<file path="src/rtl/dsp_be_cfg_sync.sv">
// dsp_be_cfg_sync
// Moves scan-domain configuration and status traffic into the i_clk domain
// and sequences the per-channel BERT/EQ resets.
//   - Config commit: a toggle on i_cfg_upd_tgl loads i_cfg_wr into o_cfg.
//     The wide config bus itself is never synchronized. It is quasi-static
//     and is sampled only on the commit edge, after the toggle has settled.
//   - Status snapshot: a toggle on i_snap_req_tgl captures i_stat into o_stat,
//     and o_snap_ack_tgl flips to acknowledge the capture.
//   - Reset sequencer: channel resets are asserted immediately on request.
//     Once all requests have dropped, the channels are released in ascending
//     order, RstGapCycles apart.
//
// Ports
//   i_clk          core clock (the only clock)
//   i_rstb         asynchronous active-low reset
//   i_cfg_wr       scan config word, asynchronous, quasi-static
//   i_cfg_upd_tgl  commit request toggle, asynchronous
//   o_cfg          committed config
//   o_cfg_commit   one-cycle pulse on each commit
//   i_snap_req_tgl snapshot request toggle, asynchronous
//   i_stat         live per-channel counters
//   o_stat         captured snapshot
//   o_snap_ack_tgl flips once per completed capture
//   i_rst_req      per-channel reset request levels, asynchronous
//   o_rst_ch       sequenced active-high channel resets
//   o_busy         sequencer is not in IDLE
//
// Reset sequencer states
//   state | meaning
//   IDLE  | all requested channels released; waiting for a request
//   HOLD  | at least one request active; channels held in reset
//   SEQ   | releasing channels idx = 0..NumCh-1, with gap cycles between releases
module dsp_be_cfg_sync #(
  parameter int CfgWidth     = 256,
  parameter int StatWidth    = 64,
  parameter int NumCh        = 4,
  parameter int SyncStages   = 2,
  parameter int RstGapCycles = 8
) (
  input  logic                       i_clk,
  input  logic                       i_rstb,
  input  logic [CfgWidth-1:0]        i_cfg_wr,
  input  logic                       i_cfg_upd_tgl,
  output logic [CfgWidth-1:0]        o_cfg,
  output logic                       o_cfg_commit,
  input  logic                       i_snap_req_tgl,
  input  logic [NumCh*StatWidth-1:0] i_stat,
  output logic [NumCh*StatWidth-1:0] o_stat,
  output logic                       o_snap_ack_tgl,
  input  logic [NumCh-1:0]           i_rst_req,
  output logic [NumCh-1:0]           o_rst_ch,
  output logic                       o_busy
);

  // idx runs one past the last channel. That extra value is the
  // "all processed" step, which leaves SEQ one cycle after the last release.
  localparam int IdxW = $clog2(NumCh + 1);
  localparam int GapW = (RstGapCycles > 1) ? $clog2(RstGapCycles) : 1;
  localparam logic [IdxW-1:0] IdxLast = IdxW'(NumCh - 1);
  localparam logic [IdxW-1:0] IdxDone = IdxW'(NumCh);
  localparam logic [GapW-1:0] GapLoad = GapW'(RstGapCycles - 1);

  typedef enum logic [1:0] {
    ST_IDLE = 2'd0,
    ST_HOLD = 2'd1,
    ST_SEQ  = 2'd2
  } state_e;

  logic [SyncStages-1:0]            cfg_sync_q, cfg_sync_d;
  logic [SyncStages-1:0]            snap_sync_q, snap_sync_d;
  logic [SyncStages-1:0][NumCh-1:0] req_sync_q, req_sync_d;
  logic                             cfg_prev_q, cfg_prev_d;
  logic                             snap_prev_q, snap_prev_d;

  logic [CfgWidth-1:0]              cfg_q, cfg_d;
  logic                             commit_q, commit_d;
  logic [NumCh*StatWidth-1:0]       stat_q, stat_d;
  logic                             ack_q, ack_d;

  state_e                           state_q, state_d;
  logic [IdxW-1:0]                  idx_q, idx_d;
  logic [GapW-1:0]                  gap_q, gap_d;
  logic [NumCh-1:0]                 rst_ch_q, rst_ch_d;

  logic                             cfg_evt, snap_evt;
  logic [NumCh-1:0]                 req_s;
  logic [NumCh-1:0]                 idx_oh;

  assign req_s    = req_sync_q[SyncStages-1];
  assign cfg_evt  = cfg_sync_q[SyncStages-1] ^ cfg_prev_q;
  assign snap_evt = snap_sync_q[SyncStages-1] ^ snap_prev_q;
  // When idx equals IdxDone, idx_oh is all zeros, so no channel can be released.
  assign idx_oh   = NumCh'(1) << idx_q;

  // Synchronizers, edge detectors and the commit/snapshot datapath.
  always_comb begin
    cfg_sync_d  = {cfg_sync_q[SyncStages-2:0], i_cfg_upd_tgl};
    snap_sync_d = {snap_sync_q[SyncStages-2:0], i_snap_req_tgl};
    req_sync_d  = {req_sync_q[SyncStages-2:0], i_rst_req};
    cfg_prev_d  = cfg_sync_q[SyncStages-1];
    snap_prev_d = snap_sync_q[SyncStages-1];
    cfg_d       = cfg_evt ? i_cfg_wr : cfg_q;
    commit_d    = cfg_evt;
    stat_d      = snap_evt ? i_stat : stat_q;
    ack_d       = ack_q ^ snap_evt;
  end

  // State register (also holds all other flops).
  always_ff @(posedge i_clk or negedge i_rstb) begin
    if (!i_rstb) begin
      cfg_sync_q  <= '0;
      snap_sync_q <= '0;
      req_sync_q  <= '0;
      cfg_prev_q  <= 1'b0;
      snap_prev_q <= 1'b0;
      cfg_q       <= '0;
      commit_q    <= 1'b0;
      stat_q      <= '0;
      ack_q       <= 1'b0;
      state_q     <= ST_HOLD;
      idx_q       <= '0;
      gap_q       <= '0;
      rst_ch_q    <= '1;
    end else begin
      cfg_sync_q  <= cfg_sync_d;
      snap_sync_q <= snap_sync_d;
      req_sync_q  <= req_sync_d;
      cfg_prev_q  <= cfg_prev_d;
      snap_prev_q <= snap_prev_d;
      cfg_q       <= cfg_d;
      commit_q    <= commit_d;
      stat_q      <= stat_d;
      ack_q       <= ack_d;
      state_q     <= state_d;
      idx_q       <= idx_d;
      gap_q       <= gap_d;
      rst_ch_q    <= rst_ch_d;
    end
  end

  // Next-state logic for the reset sequencer.
  always_comb begin
    state_d  = state_q;
    idx_d    = idx_q;
    gap_d    = gap_q;
    rst_ch_d = rst_ch_q | req_s;
    case (state_q)
      ST_IDLE: begin
        if (|req_s) state_d = ST_HOLD;
      end
      ST_HOLD: begin
        if (!(|req_s)) begin
          state_d = ST_SEQ;
          idx_d   = '0;
          gap_d   = '0;
        end
      end
      ST_SEQ: begin
        // SEQ is entered only with every request low, so any request seen
        // here is a new rise and aborts the sequence.
        if (|req_s) begin
          state_d = ST_HOLD;
        end else if (idx_q == IdxDone) begin
          state_d = ST_IDLE;
        end else if (gap_q != '0) begin
          gap_d = gap_q - GapW'(1);
          // Advance idx as the gap expires, so releases land exactly
          // RstGapCycles apart.
          if (gap_q == GapW'(1)) idx_d = idx_q + IdxW'(1);
        end else if (|(rst_ch_q & idx_oh)) begin
          rst_ch_d = rst_ch_q & ~idx_oh;
          // No gap after the last channel: leave SEQ on the next edge.
          if (idx_q == IdxLast || RstGapCycles == 1) idx_d = idx_q + IdxW'(1);
          else gap_d = GapLoad;
        end else begin
          idx_d = idx_q + IdxW'(1);
        end
      end
      default: state_d = ST_HOLD;
    endcase
  end

  // Output logic.
  always_comb begin
    o_busy         = (state_q != ST_IDLE);
    o_rst_ch       = rst_ch_q;
    o_cfg          = cfg_q;
    o_cfg_commit   = commit_q;
    o_stat         = stat_q;
    o_snap_ack_tgl = ack_q;
  end

endmodule

</file>
<file path="config.mk">
export PLATFORM = sky130hd
export DESIGN_NAME = dsp_be_cfg_sync
export DESIGN_NICKNAME = d
export VERILOG_FILES = /design/src/rtl/dsp_be_cfg_sync.sv
export SDC_FILE = /design/constraint.sdc
export NUM_CORES = 1
export LEC_CHECK = 0
export ABC_AREA = 1
export CAP_MARGIN = 5
export CORE_AREA = 2 2 409 411
export CTS_CLUSTER_SIZE = 8
export DETAILED_ROUTE_END_ITERATION = 8
export DIE_AREA = 0 0 411 413
export PLACE_DENSITY = 0.39
export SLEW_MARGIN = 10
export SYNTH_ARGS = -nofsm -noshare
export SYNTH_HDL_FRONTEND = slang
export SYNTH_SLANG_ARGS = --single-unit
</file>
<file path="constraint.sdc">
create_clock -name i_clk -period 2.15 [get_ports i_clk]
set_clock_uncertainty 0.1 [all_clocks]
set_input_delay 0.5375 -clock i_clk [delete_from_list [all_inputs] [get_ports i_clk]]
set_output_delay 0.5375 -clock i_clk [all_outputs]
set_load 0.01 [all_outputs]
</file>
# Word level (Yosys, flattened, before mapping)
# Cells that the tools add are included.
[op_classes]
n_addsub = 2
mux = 24
shifts = 1
n_bitwise = 7
eq_ne = 14
n_reduce_logical = 9
[op_table]
columns = ["operator", "n"]
rows = [
  ["2-to-1 mux 3 bit", 12],
  ["2-to-1 mux 4 bit", 5],
  ["!= test 3 bit (second input constant)", 4],
  ["one-hot mux 3 bit (2 select lines)", 2],
  ["AND reduction 6 bit", 2],
  ["bitwise AND 4 bit", 2],
  ["2-to-1 mux 2 bit", 4],
  ["!= test 2 bit (second input constant)", 4],
  ["OR reduction 4 bit", 2],
  ["one-hot mux 2 bit (3 select lines)", 1],
  ["!= test 4 bit (second input constant)", 1],
  ["NOT 4 bit", 1],
  ["bitwise OR 4 bit", 1],
  ["nonzero test 2 bit", 2],
  ["<< shifter 1 x 3 -> 4 bit (first input constant)", 1],
  ["adder 3 x 1 -> 3 bit (second input constant)", 1],
  ["== test 3 x 1 -> 1 bit (second input constant)", 1],
  ["== test 3 x 2 -> 1 bit (second input constant)", 1],
  ["== test 3 bit (second input constant)", 1],
  ["AND reduction 3 bit", 1],
  ["nonzero test 3 bit", 1],
  ["subtractor 3 x 1 -> 3 bit (second input constant)", 1],
  ["bitwise XOR 1 bit", 3],
  ["== test 2 x 1 -> 1 bit (second input constant)", 1],
  ["2 further kinds", 2],
]
[totals]
inputBits = 520
output_inout_bits = 519
ff_bits = 540

# Logic depth before layout (Yosys ltp)
[depth]
depth_word = 8
ltp_mapped = 10
mapped_depth_nobuf = 10

# Worst setup path before layout
# No wires, ideal clock.
[synth_timing]
kind = "register to register"
start = "register snap_prev_q"
end = "register stat_q[216] (netlist: o_stat[216])"
setup_ns = 0.125
stages_incl_launch_ff = 5
arrival_ns = 1.359
synth_period_minus_slack_ns = 1.584
path_slack_ns = 0.566
n_path_buf = 2
path_cell_list = "dfrtp_1 -> xnor2_1 -> buf_2 -> buf_4 -> mux2_2"
[synth_via]
elab_chain_cells = 1
[synth_rtl]
columns = ["item", "line", "rtl"]
rows = [
  ["start: declaration", "73", "logic snap_prev_q, snap_prev_d;"],
  ["start signal: assignment", "129", "snap_prev_q <= snap_prev_d;"],
  ["bitwise XOR 1 bit", "91", "assign snap_evt = snap_sync_q[SyncStages-1] ^ snap_prev_q;"],
  ["end signal: assignment", "132", "stat_q <= stat_d;"],
  ["end: declaration", "77", "logic [NumCh*StatWidth-1:0] stat_q, stat_d;"],
]
# No other way between the ends.
# A chain may end at the register's enable or synchronous reset.

# Worst setup path in the final report
[layout_timing]
start = "register cfg_q[1] (netlist: o_cfg[1])"
end = "output o_cfg[1]"
[layout_lines]
columns = ["item", "line", "rtl"]
rows = [
  ["start: declaration", "75", "logic [CfgWidth-1:0] cfg_q, cfg_d;"],
  ["start signal: assignment", "130", "cfg_q <= cfg_d;"],
  ["end: declaration", "44", "output logic [CfgWidth-1:0] o_cfg,"],
]
# No word-level cell between the ends.

==> qor.csv <==
metric;value;unit
remaining_drc_errors;0;
place_inst;4444;
cap_violations;0;
synth_fp_nets;1734;
crit_type;reg -> out;
fin_ws;0.0831;ns
async_flop_share;100;%
synth_cells;1206;
viasPerCell;3.17;
cts_tree;done;
htree_levels;3;
die_h;413;um
ioPinCount;1039;
clock_latency;0.67;ns
synth_top_flop_cell;dfrtp_1;
combinationalPowerShare;22.0;%
synth_cell_types;16;
power;31.4;mW
port_buffers;1038;
leakagePower;14.8;nW
die-width;411;um
holdPathEnd;cfg_sync_q[0];
swShare;28.3;%
r2r_cells;4;
cp.required;1.51;ns
path_cells;dlygate4sd2_1;
timing.fmax;484;MHz
core_area;166000;um2
fp-row-count;150;
pwr-share-clk;38.4;%
layout_common_cells;dfrtp_1, clkdlybuf4s50_1, mux2_2;
peakVddDrop;0.550;mV
layoutNonFillerInstCount;4560;
slowest_delay;0.43;ns
critical-path-top-delay-family;flip-flops;
vias;14500;
setup_viol;0;
clkTransAtPathRegs;0.05;ns
drive_above_1_share;30.2;%
period_minus_slack;2.07;ns
crit-reg2reg-launch;cfg_prev_q;
drtPass1Iterations;4;
antenna_found_initial;33;
yosysSeqAreaShare;67.0;%
cts_sinks;540;
crit_arrival;1.43;ns
drtAntennaViolNets;0;
final_nets;2851;
min_path_cells;1;
area_growth;75.3;%
pre_cts_ws;0.276;ns
drv_slew;0;
synth_area;20200;um2
grt_usage;10.6;%
endpoint_kind;primary output;
outcome;completed;
grt_pass1_wl;126;mm
grt_max_degree;70;
overflow;0;
power_frac_seq;39.5;%
p_switching;8.91;mW
startpoint_type;flip-flop;
reg2reg_to;o_cfg[42];
cts_setup_buffers;0;
fin_crit_sh;96.1;%
syn_avg_cell_area;16.7;um2
place_hpwl;74.9;mm
power.density;889;nW/um2
r2r_slack;0.26;ns
hold_path_class;in -> reg;
routedWlPerCell;20.4;um
fill_cells;18000;
setup_tns;0;ns
root_buffer;clkbuf_16;
synth_seq_cells;540;
slowest_stage;dfrtp_1;
yosysWarnings;0;
dieArea;170000;um2
start_util;12.2;%
maxSlewHeadroom;70.4;%
worst_pin_slew;0.444;ns
rsz0062_at_grt;yes;
grt_pass1_vias;15600;
worst-path-max-fanout;2;
crit_buf_inv;1;
clk_path_buf_depth;3;
wirelength;93.2;mm
worstHoldStart;i_cfg_upd_tgl;
drt_iter0_markers;519;
p_int;22.5;mW
finalHoldViolations;0;
synth-edff-count;0;
cts_made_buffers;80;
place_congestion;0.761;
final_common_cell;dfrtp_1;
-- through the flow --
step           cell area [um2]  hold WS [ns]  util [%]
3_5_place_dp             33600         0.235      20.3
3_3_place_gp             33600         0.233      20.3
5_1_grt                  35300         0.158      21.3
4_1_cts                  35300        0.0962      21.3
6_report                 35300         0.203      21.3
2_1_floorplan            20200         0.142         -
-- layer usage --
layer	share of wire [%]	GRT usage, %	vias up	wire [um]
li1	-	-	6455	-
met1	36	11.3	7243	33800
met2	51	18.5	570	47700
met3	9.0	4.22	154	8420
met4	3.4	4.58	38	3180
met5	0.22	0	-	204
-- cells in the mapped netlist (2+ instances only) --
cell type / instances / area [um2]
buf_2: 10 / 50.1
buf_4: 46 / 345
dfrtp_1: 535 / 13400
dfstp_2: 5 / 131
ha_1: 8 / 100
inv_1: 19 / 71.3
mux2_2: 512 / 5770
nand2_1: 35 / 131
nand3_1: 12 / 60.1
nor2_1: 9 / 33.8
nor3_1: 3 / 15.0
o21ai_0: 7 / 35.0
xnor2_1: 2 / 17.5
-- final cells by class --
type	count	area (um2)	area share, %
inverter	19	71.3	0.202
clock buffer	100	2110	5.96
multi-input combinational	591	6210	17.6
sequential	540	13500	38.3
timing repair buffer	1091	10500	29.6
clock inverter	11	194	0.549
tap	2204	2760	7.80
antenna	4	10.0	0.0283
-- state kept, by name, indices dropped and copies added, names as in the netlist --
register        flops
req_sync_d          4
snap_prev_q         1
idx_q               3
state_q             2
gap_q               3
o_cfg_commit        1
req_s               4
o_rst_ch            4
o_snap_ack_tgl      1
cfg_prev_q          1
o_stat            256
snap_sync_q         2
o_cfg             256
cfg_sync_q          2
-- how the worst max path moves through the flow --
stage	start	to	slack [ns]	cells after the start
2_1_floorplan	snap_prev_q	o_stat[216]	0.57	4
3_3_place_gp	state_q[0]	o_busy	0.25	3
3_5_place_dp	cfg_prev_q	o_cfg[233]	0.28	4
4_1_cts	state_q[0]	o_busy	-0.04	3
5_1_grt	state_q[0]	o_busy	-0.005	3
6_report	o_cfg[1]	o_cfg[1]	0.08	1
-- kinds of logic after synthesis --
| logic type | after synthesis | share of synthesized area (%) |
|---|---|---|
| and+or+nand+nor | 59 | 1.19 |
| DFF | 540 | 67.0 |
| adders and majority gates | 8 | 0.496 |
| buffers and inverters | 75 | 2.31 |
| muxes | 512 | 28.6 |
| AOI/OAI and AO/OA | 9 | 0.236 |
| xor gates and xnor gates | 3 | 0.130 |
-- what timing repair did --
item | CTS | global route
cloned | 0 | 0
hold buffers | 1 | 0
hold endpoints to repair | 217 | 0
resized for setup | 588 | 2
endpoints found under the setup margin | 507 | 2
pin swaps | 0 | 1
-- power by group through the flow --
stage          logic [mW]  registers [mW]  clock network, mW
2_1_floorplan        1.98            13.2                  0
3_3_place_gp         8.16            12.6                  0
3_5_place_dp         8.14            12.6                  0
4_1_cts              7.18            12.4               12.7
5_1_grt              7.40            12.6               13.1
6_report             6.93            12.4               12.1
(Power assumes the default switching activity.)
